## config.mk

```make
export PLATFORM = sky130hd
export DESIGN_NAME = piso_serializer_flat
export DESIGN_NICKNAME = d
export VERILOG_FILES = /design/src/rtl/piso_serializer_pkg.sv /design/src/rtl/piso_serializer_if.sv /design/src/rtl/piso_serializer_bit_down_counter.sv /design/src/rtl/piso_serializer.sv /design/src/flat_wrapper.sv
export SDC_FILE = /design/constraint.sdc
export NUM_CORES = 1
export LEC_CHECK = 0
export CAP_MARGIN = 20
export CORE_MARGIN = 1.5
export CORE_UTILIZATION = 44
export DETAILED_ROUTE_END_ITERATION = 10
export HOLD_SLACK_MARGIN = 0.05
export PLACE_DENSITY_LB_ADDON = 0.15
export REMOVE_ABC_BUFFERS = 1
export SKIP_CTS_REPAIR_TIMING = 1
export SLEW_MARGIN = 10
export SYNTH_ARGS = -nofsm -noshare
export SYNTH_HDL_FRONTEND = slang
export SYNTH_HIERARCHICAL = 1
export SYNTH_SLANG_ARGS = --single-unit
```

## constraint.sdc

```tcl
create_clock -name clk -period 1.53 [get_ports clk]
set_input_delay 0.306 -clock clk [delete_from_list [all_inputs] [get_ports clk]]
set_output_delay 0.306 -clock clk [all_outputs]
set_load 0.01 [all_outputs]
```

## src/rtl/piso_serializer_pkg.sv

```systemverilog
// Shared definitions for the parallel-in / serial-out serializer:
// FSM state encodings, default word length and counter sizing helper.
package piso_serializer_pkg;

  localparam int DEFAULT_WIDTH = 8;
  localparam int MIN_WIDTH     = 2;
  localparam int MAX_WIDTH     = 32;

  typedef enum logic [1:0] {
    ST_IDLE  = 2'b00,
    ST_SHIFT = 2'b01,
    ST_DONE  = 2'b10
  } state_t;

  // Bit counter width: enough to hold WIDTH-1, the index of the first bit.
  function automatic int cnt_width(input int width);
    return (width < 2) ? 1 : $clog2(width);
  endfunction

endpackage

```

## src/rtl/piso_serializer_if.sv

```systemverilog
// Load-side and serial-side handshake bundle of the serializer; the block
// itself connects through the slave modport, its environment through master.
interface piso_serializer_if #(
  parameter int WIDTH = piso_serializer_pkg::DEFAULT_WIDTH
);

  logic             load_valid;
  logic [WIDTH-1:0] load_data;
  logic             msb_first;
  logic             load_ready;
  logic             ser_out;
  logic             ser_valid;
  logic             ser_ready;
  logic             busy;
  logic             done;

  modport master (
    output load_valid,
    output load_data,
    output msb_first,
    output ser_ready,
    input  load_ready,
    input  ser_out,
    input  ser_valid,
    input  busy,
    input  done
  );

  modport slave (
    input  load_valid,
    input  load_data,
    input  msb_first,
    input  ser_ready,
    output load_ready,
    output ser_out,
    output ser_valid,
    output busy,
    output done
  );

endinterface

```

## src/rtl/piso_serializer_bit_down_counter.sv

```systemverilog
// Loadable down counter that saturates at zero and flags the zero value;
// tracks how many bits of the current word remain after the one on the wire.
module bit_down_counter #(
  parameter int CNT_W = 3
) (
  input  logic             clk,
  input  logic             reset_n,
  input  logic             load,
  input  logic [CNT_W-1:0] load_value,
  input  logic             dec,
  output logic             zero
);

  localparam logic [CNT_W-1:0] ONE = CNT_W'(1);

  logic [CNT_W-1:0] count;

  // Load wins over decrement; decrement is blocked at zero so it never wraps.
  always_ff @(posedge clk or negedge reset_n) begin
    if (!reset_n) begin
      count <= '0;
    end else if (load) begin
      count <= load_value;
    end else if (dec && (count != '0)) begin
      count <= count - ONE;
    end
  end

  assign zero = (count == '0);

endmodule

```

## src/rtl/piso_serializer.sv

```systemverilog
// Parallel-in / serial-out serializer: accepts one WIDTH-bit word in IDLE,
// streams it MSB- or LSB-first under ser_valid/ser_ready, then pulses done.
module piso_serializer
  import piso_serializer_pkg::*;
#(
  parameter int WIDTH = DEFAULT_WIDTH
) (
  input  logic              clk,
  input  logic              reset_n,
  piso_serializer_if.slave  bus
);

  localparam int               CNT_W    = cnt_width(WIDTH);
  localparam logic [CNT_W-1:0] LAST_IDX = CNT_W'(WIDTH - 1);

  if ((WIDTH < MIN_WIDTH) || (WIDTH > MAX_WIDTH)) begin : g_width_check
    $error("piso_serializer: WIDTH must lie in 2..32");
  end

  state_t           state;
  state_t           state_nxt;
  logic [WIDTH-1:0] shreg;
  logic             msb_q;
  logic             accept;
  logic             xfer;
  logic             cnt_zero;

  always_ff @(posedge clk or negedge reset_n) begin
    if (!reset_n) begin
      state <= ST_IDLE;
    end else begin
      state <= state_nxt;
    end
  end

  // accept: word taken this edge; xfer: the bit on ser_out is consumed this edge.
  always_comb begin
    state_nxt = state;
    accept    = 1'b0;
    xfer      = 1'b0;
    unique case (state)
      ST_IDLE: begin
        if (bus.load_valid) begin
          accept    = 1'b1;
          state_nxt = ST_SHIFT;
        end
      end
      ST_SHIFT: begin
        if (bus.ser_ready) begin
          xfer = 1'b1;
          if (cnt_zero) begin
            state_nxt = ST_DONE;
          end
        end
      end
      ST_DONE: begin
        state_nxt = ST_IDLE;
      end
      default: begin
        state_nxt = ST_IDLE;
      end
    endcase
  end

  // The outgoing bit always sits at the end selected by the captured order,
  // so a transfer only has to shift the register one place toward that end.
  always_ff @(posedge clk or negedge reset_n) begin
    if (!reset_n) begin
      shreg <= '0;
      msb_q <= 1'b0;
    end else if (accept) begin
      shreg <= bus.load_data;
      msb_q <= bus.msb_first;
    end else if (xfer) begin
      if (msb_q) begin
        shreg <= {shreg[WIDTH-2:0], 1'b0};
      end else begin
        shreg <= {1'b0, shreg[WIDTH-1:1]};
      end
    end
  end

  bit_down_counter #(
    .CNT_W (CNT_W)
  ) u_bit_cnt (
    .clk        (clk),
    .reset_n    (reset_n),
    .load       (accept),
    .load_value (LAST_IDX),
    .dec        (xfer),
    .zero       (cnt_zero)
  );

  assign bus.load_ready = (state == ST_IDLE);
  assign bus.ser_valid  = (state == ST_SHIFT);
  assign bus.done       = (state == ST_DONE);
  assign bus.busy       = (state == ST_SHIFT) || (state == ST_DONE);
  assign bus.ser_out    = (state == ST_SHIFT) && (msb_q ? shreg[WIDTH-1] : shreg[0]);

endmodule

```

## src/flat_wrapper.sv

```systemverilog
// flat-port wrapper written by rule: the top's interface ports become plain ports
module piso_serializer_flat import piso_serializer_pkg::*;
#(
  parameter int WIDTH = DEFAULT_WIDTH
)
  (clk, reset_n, bus_load_valid, bus_load_data, bus_msb_first, bus_ser_ready, bus_load_ready, bus_ser_out, bus_ser_valid, bus_busy, bus_done);
  piso_serializer_if #(.WIDTH(WIDTH)) bus_i ();
  input  logic clk;
  input  logic reset_n;
  input wire logic [$bits(bus_i.load_valid)-1:0] bus_load_valid;
  input wire logic [$bits(bus_i.load_data)-1:0] bus_load_data;
  input wire logic [$bits(bus_i.msb_first)-1:0] bus_msb_first;
  input wire logic [$bits(bus_i.ser_ready)-1:0] bus_ser_ready;
  output wire logic [$bits(bus_i.load_ready)-1:0] bus_load_ready;
  output wire logic [$bits(bus_i.ser_out)-1:0] bus_ser_out;
  output wire logic [$bits(bus_i.ser_valid)-1:0] bus_ser_valid;
  output wire logic [$bits(bus_i.busy)-1:0] bus_busy;
  output wire logic [$bits(bus_i.done)-1:0] bus_done;
  assign bus_i.load_valid = bus_load_valid;
  assign bus_i.load_data = bus_load_data;
  assign bus_i.msb_first = bus_msb_first;
  assign bus_i.ser_ready = bus_ser_ready;
  assign bus_load_ready = bus_i.load_ready;
  assign bus_ser_out = bus_i.ser_out;
  assign bus_ser_valid = bus_i.ser_valid;
  assign bus_busy = bus_i.busy;
  assign bus_done = bus_i.done;
  piso_serializer #(.WIDTH(WIDTH)) u_core (.clk(clk), .reset_n(reset_n), .bus(bus_i));
endmodule
```

== Word-level counts from Yosys, hierarchy flattened ==
Index checks and enable logic that the tools add are counted.

* Mux-type cells: 14
* Add/subtract/negate cells: 1
* Reduce and logical (&&, ||, !) cells: 9
* Equal/unequal tests: 5

{| class="wikitable"
|+ Operators by type and width
! kind !! count
|-
| $mux 8 || 3
|-
| $mux 2 || 3
|-
| $mux 3 || 2
|-
| $mux 1 || 5
|-
| $ne 2x2->1 const B || 2
|-
| $pmux 2 s2 || 1
|-
| $reduce_bool 2->1 || 2
|-
| $logic_not 3->1 || 1
|-
| $reduce_and 3->1 || 1
|-
| $reduce_bool 3->1 || 1
|-
| $sub 3x1->3 const B || 1
|-
| $eq 2x1->1 const B || 1
|-
| $eq 2x2->1 const B || 1
|-
| $logic_and 1x1->1 || 2
|-
| $logic_not 2->1 || 1
|-
| $ne 2x1->1 const B || 1
|-
| $logic_or 1x1->1 || 1
|}

* Logic and storage cells: 33
* Output and inout bits: 5
* Input bits: 13
* Bits in registers: 14

== Logic depth before layout (Yosys ltp) ==
Gate-level depths: netlist of run 1.

* Word-level depth: 5
* Depth in mapped cells: 7
* Gate-level depth less buffers: 6

== Cells and area by module ==
The synthesis of run 1 kept the hierarchy.

{| class="wikitable"
|+ Modules (own cells, without submodules)
! module !! times used !! sequential area each (um^2) !! cells an instance !! area each (um^2)
|-
| piso_serializer || 1 || 275.3 || 74 || 669.4
|-
| bit_down_counter || 1 || 75.1 || 19 || 207.7
|}

== Worst setup path after synthesis of run 1 ==
OpenSTA, ideal clock, no wires.

* Kind: register -> register
* From: register u_core.state[0]
* To: register u_core.u_bit_cnt.count[0]
* Path buffers: 1
* Setup time: 126 ps
* Period minus slack after synthesis: 1679 ps
* Slack: -149 ps
* Arrival: 1553 ps
* Cell stages (with the launch flop): 8
* Data required time: 1404 ps
* Path through: dfrtp_1 -> inv_1 -> ha_1 -> nand2_1 -> clkinv_1 -> buf_6 -> and2b_4 -> a221o_1

* Elaborated cells on any way between the ends: 7
* Classes of those cells: 1 x eq/ne; 3 x mux; 3 x reduce/logical

{| class="wikitable"
|+ RTL lines
! item !! line !! text
|-
| from (decl) || piso_serializer.sv:20 || <nowiki>state_t state;</nowiki>
|-
| from (signal assigned) || piso_serializer.sv:32 || <nowiki>state <= state_nxt;</nowiki>
|-
| $logic_not 2->1 * || n/a ||
|-
| via bus_load_ready || flat_wrapper.sv:14 || <nowiki>output wire logic [$bits(bus_i.load_ready)-1:0] bus_load_ready;</nowiki>
|-
| $mux 1 * || piso_serializer.sv:41 || <nowiki>unique case (state)</nowiki>
|-
| via u_core.accept || piso_serializer.sv:24 || <nowiki>logic accept;</nowiki>
|-
| $mux 3 / $reduce_bool 2->1 (equally long branches) || n/a ||
|-
| to (signal assigned) || piso_serializer_bit_down_counter.sv:23 || <nowiki>count <= load_value;</nowiki>
|-
| to (signal assigned) || piso_serializer_bit_down_counter.sv:25 || <nowiki>count <= count - ONE;</nowiki>
|-
| to (decl) || piso_serializer_bit_down_counter.sv:16 || <nowiki>logic [CNT_W-1:0] count;</nowiki>
|}

The timed path passes the listed nets; every way through them passes the cells marked *.
A chain may end at the register's enable or synchronous reset.

== Worst setup path after layout of run 1 ==
* From: register u_core.state[0]
* To: output port bus_ser_out

* Longest elaborated chain between the ends: 2

{| class="wikitable"
|+ Ends and longest elaborated chain
! item !! line !! text
|-
| $eq 2x1->1 || piso_serializer.sv:98 || <nowiki>assign bus.ser_out = (state == ST_SHIFT) && (msb_q ? shreg[WIDTH-1] : shreg[0]);</nowiki>
|-
| $logic_and 1x1->1 || piso_serializer.sv:98 ||
|-
| to (decl) || flat_wrapper.sv:15 || <nowiki>output wire logic [$bits(bus_i.ser_out)-1:0] bus_ser_out;</nowiki>
|}

Every way passes these cells.

==> results.py, run 1 <==
metrics = {
    "status": {
        "status": "complete, but fails checks",
        "violations": "negative setup slack",
    },
    "clock_network": {
        "cts_max_level": 1,
        "clkSinkCount": 14,
        "cts_buffer_depth": 2,
        "cts_buffers": 3,
        "cts_tree": "built",
        "clk_latency_ns": 0.29,
        "clkTransAtPathRegs_ns": 0.09,
        "root_buffer": "clkbuf_4",
    },
    "drt": {
        "drt_iter0_markers": 9,
        "wl_per_cell_um": 14.51,
        "drcViolationCount": 0,
        "antenna_left": 0,
        "wirelength_um": 2336,
        "via_count": 822,
        "avgViaCountPerCell": 5.106,
        "dr.pass1.iters": 4,
    },
    "yosys": {
        "syn_area_um2": 877.1,
        "synth_top_area_cell": "dfrtp_1",
        "ys_ff_latch": 14,
        "ys_seq_area_share_pct": 39.94,
        "netlist.area_leader.share_pct": 39.94,
        "synth_cell_types": 26,
        "yosys_warnings": 6,
        "avgSynthCellArea_um2": 9.431,
        "synth_area_leaders": "dfrtp_1, ha_1, nor2b_1",
        "syn_inst": 93,
    },
    "sta": {
        "max_freq_mhz": 641.8,
        "fin_crit_ns": 1.558,
        "setup_viol": 1,
        "period_share_pct": 101.8,
        "fin_skew_ns": 0.002257,
        "finalHoldViolCount": 0,
        "hold_ws_ns": 0.3130,
        "setup_ws_ns": -0.02816,
        "rsz0062_at_grt": "yes",
        "slew_viol_final": 0,
    },
    "critical_path": {
        "crit_fanout": 3,
        "slowest_stage": "dfrtp_1",
        "reg2reg_from": "u_core/state[0]",
        "crit_required_ns": 1.22,
        "ff2ff_path_depth": 6,
        "cp_data_arrival_time_ns": 1.25,
        "r2r-end": "u_core/u_bit_cnt/count[0]",
        "cp.depth": 4,
        "cp_top_family": "flip-flops",
        "crit_path_end": "bus_ser_out",
        "crit_start": "u_core/state[0]",
        "crit_chain": "buf_6, ha_4, nor2b_1, clkbuf_2",
        "worst-path-buf-inv": 2,
        "crit_path_end_kind": "primary output",
        "start_kind": "flop",
        "timing_worst_setup_path_type": "flop to primary output",
        "slowest_delay_ns": 0.42,
        "r2r_setup_slack_ns": 0.02,
    },
    "power": {
        "total_leakage_power_nw": 0.6022,
        "p_per_area_nw_per_um2": 2026,
        "irDropWorstVdd_v": 0.001084,
    },
    "placed_design": {
        "io_buffers": 17,
        "post-dp-hpwl_um": 1426,
        "placed_cells": 150,
        "pre_cts_ws_ns": -0.1984,
        "gp_congestion": 0.7920,
    },
    "global_routing": {
        "first_global_vias": 747,
        "grt_max_degree": 16,
        "grt-ovfl-total": 0,
        "grt_pass1_wl_um": 3139,
        "grt_usage_pct": 20.54,
        "antenna_found_initial": 0,
    },
    "run": {
        "drv_cap": 0,
    },
    "final_layout": {
        "drive_gt1_share_pct": 35.29,
        "fin_cells": 161,
        "syn_to_final_growth_pct": 55.35,
        "final_nets": 156,
        "antenna-diode-count": 0,
    },
    "floorplan": {
        "die_area_um2": 2270,
        "die_h_um": 47.65,
        "core_um2": 1802,
        "num_rows": 15,
        "start_util_pct": 48.68,
        "top_level_ports": 18,
        "die_w_um": 47.65,
    },
    "min_path": {
        "worstHoldPathType": "primary input to asynchronous set/reset pin",
    },
}
## worst min-delay path by stage
stage,cells past startpoint,slack (ns),end,start
5_1_grt,2,0.33,u_core/shreg[5],reset_n
4_1_cts,2,0.32,u_core/shreg[6],reset_n
2_1_floorplan,0,0.01,u_core/msb_q,reset_n
3_3_place_gp,2,0.55,u_core/shreg[7],u_core/shreg[7]
3_5_place_dp,2,0.57,u_core/shreg[0],u_core/shreg[0]
6_report,2,0.31,u_core/state[0],reset_n
## worst register-to-register path: stages, from the launching register on
cell and delay [ns]:
dfrtp_1 0.42, inv_1 0.12, ha_4 0.17, nand2_4 0.07, clkinvlp_4 0.13, and2b_4 0.19, a221o_1 0.30
## per-layer routing
layer | wire length (um) | part of all wire [%] | track usage (%)
met3 | 94 | 4.0 | 3.396
met1 | 976 | 42 | 25.18
met5 | 0 | 0 | 0
met2 | 1207 | 52 | 34.32
met4 | 57 | 2.4 | 11.35
## cells in the final DEF, fill, tap and decap left out, types with 2 or more instances in the layout
master / netlist / routed
buf_4: 0 / 19
dfrtp_1: 14 / 14
clkdlybuf4s50_1: 0 / 12
nand2_1: 12 / 11
nor2b_1: 9 / 9
o21ai_1: 6 / 7
inv_1: 6 / 5
o21ai_0: 6 / 5
a211oi_1: 6 / 5
clkbuf_2: 0 / 4
a31oi_1: 4 / 4
clkbuf_4: 0 / 3
ha_4: 0 / 3
buf_6: 2 / 3
a221o_1: 3 / 3
conb_1: 1 / 3
clkinvlp_4: 0 / 2
nand2b_4: 0 / 2
nor2_1: 2 / 2
ha_1: 6 / 2
## through the flow
step | util [%] | power, W | setup TNS, ns | cell area [um2]
after global placement | 65.42 | 0.002043 | -0.4765 | 1179
after global routing | 75.63 | 0.002968 | -0.2655 | 1363
final | 75.63 | 0.002761 | -0.02816 | 1363
after CTS | 67.43 | 0.002384 | -2.306 | 1215
after detailed placement | 65.42 | 0.002100 | -1.008 | 1179
after floorplan | - | 0.001487 | -0.8805 | 857.1
## flip-flops by register name, indices dropped and copies added, names as in the netlist
| name | count |
|---|---|
| u_core/state | 2 |
| u_core/u_bit_cnt/count | 3 |
| u_core/shreg | 8 |
| u_core/msb_q | 1 |
## power by group
part | internal (W) | switching [W] | total [W]
logic | 0.000949 | 0.000830 | 0.00178
clock network | 0.000145 | 0.000139 | 0.000284
registers | 0.000560 | 0.000138 | 0.000698
## cell usage after synthesis, drive strengths merged
cell type  number
clkinv          2
mux2i           1
o211ai          1
and2b           1
a31oi           4
conb            1
nand3           1
nand2          13
nand2b          3
nor4b           3
ha              6
nand3b          1
nor2b           9
mux2            1
o21ai          12
a211oi          6
dfrtp          14
a221o           3
buf             3
nor2            2
inv             6
## layout make-up
| cell class | count | area [um2] |
|---|---|---|
| Inverter | 8 | 41.29 |
| Timing Repair inverter | 1 | 7.507 |
| Multi-Input combinational cell | 70 | 566.8 |
| Tap cell | 25 | 31.28 |
| Clock buffer | 4 | 36.28 |
| Fill cell | 132 | 439.2 |
| Timing Repair Buffer | 39 | 329.1 |
| Sequential cell | 14 | 350.3 |
## cells by family (layout without fill, tap and decap cells)
logic type | after synthesis | count (layout) | synth area share (%)
buf+inv | 11 | 52 | 7.132
mux | 2 | 2 | 2.853
simple gates | 33 | 33 | 21.97
other cells | 1 | 3 | 0.4275
fa+ha+maj | 6 | 6 | 8.559
compound gates | 26 | 26 | 19.12
flops | 14 | 14 | 39.94
No activity file was read; power rests on OpenSTA's default activity.
==> run 2, diff against run 1 <==
--- a/config.mk
+++ b/config.mk
@@ -11,7 +11,6 @@
 export DETAILED_ROUTE_END_ITERATION = 10
 export HOLD_SLACK_MARGIN = 0.05
 export PLACE_DENSITY_LB_ADDON = 0.15
-export REMOVE_ABC_BUFFERS = 1
 export SKIP_CTS_REPAIR_TIMING = 1
 export SLEW_MARGIN = 10
 export SYNTH_ARGS = -nofsm -noshare
==> run 2 against run 1 <==
Against the previous run: the flow now finishes without violations; final area shrank 3.2%; largest cell class unchanged; sequential share of layout area grew 0.85 points; flip-flop and latch count stayed put; global-route usage decreased by 0.90 points; critical path depth increased by 3; highest routed layer unchanged; cell count shrank 0.62%; die area stayed put; combinational power is 11% lower; non-clock buffer count down 1; critical endpoint is now u_core/u_bit_cnt/count[1]; hold slack improved by 0.016 ns.
==> results.py, run 2 (synthesized netlist as in run 1, its figures left out) <==
metrics = {
    "status": {
        "status": "complete, no violations",
    },
    "placed_design": {
        "gp_congestion": 0.8174,
        "io_buffers": 17,
        "placed_cells": 148,
        "post-dp-hpwl_um": 1426,
    },
    "clock_network": {
        "cts_max_level": 1,
        "cts_buffer_depth": 2,
        "clkSinkCount": 14,
        "root_buffer": "clkbuf_4",
        "clk_latency_ns": 0.28,
        "cts_tree": "built",
        "cts_buffers": 3,
        "clkTransAtPathRegs_ns": 0.09,
    },
    "critical_path": {
        "start_kind": "flop",
        "timing_worst_setup_path_type": "flop to flop",
        "crit_required_ns": 1.70,
        "crit_fanout": 5,
        "cp_data_arrival_time_ns": 1.69,
        "crit_path_end_kind": "flop",
    },
    "final_layout": {
        "final_nets": 155,
        "n_fill_cell": 138,
        "layout_common_cells": "buf_4, dfrtp_1, clkdlybuf4s50_1",
        "syn_to_final_growth_pct": 50.36,
        "fin_cells": 160,
        "multi_input_area_um2": 521.8,
        "drive_gt1_share_pct": 33.33,
        "antenna-diode-count": 0,
        "largest_register_ffs": 8,
        "final_common_cell": "buf_4",
        "regArea_um2": 350.3,
        "largest_register": "u_core/shreg",
        "reg_top3": "u_core/shreg (8), u_core/u_bit_cnt/count (3), u_core/state (2)",
    },
    "floorplan": {
        "top_level_ports": 18,
        "die_h_um": 47.65,
        "start_util_pct": 48.68,
        "die_area_um2": 2270,
        "die_w_um": 47.65,
        "core_um2": 1802,
        "num_rows": 15,
    },
    "power": {
        "total_leakage_power_nw": 0.6171,
        "p_per_area_nw_per_um2": 1935,
        "irDropWorstVdd_v": 0.001392,
    },
    "sta": {
        "finalHoldViolCount": 0,
        "setup_viol": 0,
        "tns_ns": 0,
        "period_share_pct": 99.75,
        "fin_skew_ns": 0.006217,
        "slew_viol_final": 0,
        "max_freq_mhz": 655.2,
        "rsz0062_at_grt": "yes",
        "fin_crit_ns": 1.526,
    },
    "drt": {
        "wirelength_um": 2008,
        "drcViolationCount": 0,
        "wl_per_cell_um": 12.55,
        "drt_iter0_markers": 11,
        "via_count": 812,
        "avgViaCountPerCell": 5.075,
        "antenna_left": 0,
        "dr.pass1.iters": 4,
    },
    "run": {
        "drv_cap": 0,
    },
    "global_routing": {
        "first_global_vias": 738,
        "grt-ovfl-total": 0,
        "grt_pass1_wl_um": 3091,
        "grt_usage_pct": 19.64,
        "grt_max_degree": 16,
        "antenna_found_initial": 0,
    },
    "min_path": {
        "worstHoldPathType": "primary input to asynchronous set/reset pin",
    },
}
==> run 2: changes by cell type in the layout (fill, tap and decap cells not counted), moves of 2 or more <==
cell and change:
buf_6 -2, o21ai_1 +2, ha_4 -2, o21ai_0 -2
==> run 2: per-stage QoR <==
stage                     hold WS (ns)  instance area, um2  setup WS [ns]  total power [W]  util, %
after floorplan                0.01041               898.4       0.006340         0.001593        -
after global placement          0.5592                1190       -0.06159         0.002077    66.04
after detailed placement        0.5568                1190        -0.1050         0.002122    66.04
after CTS                       0.3297                1226        -0.3719         0.002401    68.06
after global routing            0.3452                1319       -0.05967         0.002765    73.19
final                           0.3291                1319       0.003822         0.002551    73.19
==> run 2: worst paths after layout <==
kind	from	endpoint	slack (ns)	cells after the start
hold / removal	reset_n	u_core/shreg[0]	0.33	2
setup reg to reg	u_core/state[1]	u_core/u_bit_cnt/count[1]	0.004	7
max in group asynchronous	reset_n	u_core/u_bit_cnt/count[1]	1.02	2
setup / recovery	u_core/state[1]	u_core/u_bit_cnt/count[1]	0.004	7
min in group clk	bus_load_data[3]	u_core/shreg[3]	0.55	3
hold reg to reg	u_core/shreg[7]	u_core/shreg[7]	0.57	2
==> run 2: power by group <==
part	internal [W]	leakage, nW	switching (W)
logic	0.000871	0.427	0.000712
clock network	0.000145	0.0210	0.000125
registers	0.000561	0.170	0.000139
==> run 2: critical path, stage by stage, from the launching register on <==
cell,delay [ns]
dfrtp_1,0.37
inv_2,0.06
buf_12,0.12
ha_4,0.16
nand2_4,0.09
clkinvlp_4,0.14
buf_4,0.15
a221o_1,0.33
==> run 2: final cells by class <==
type / count / share of cell area [%]
multi-input cells: 70 / 39.56
flip-flops and latches: 14 / 26.57
repair buffers: 38 / 25.33
inverters: 8 / 2.846
clock buffers: 4 / 2.751
well taps: 25 / 2.372
repair inverters: 1 / 0.5693
==> run 2: layer usage <==
layer	wire, um	vias up	global-route usage (%)
li1	-	408	-
met1	844	388	23.56
met2	1074	14	33.78
met3	74	2	6.792
met4	14	0	4.865
met5	0	-	0
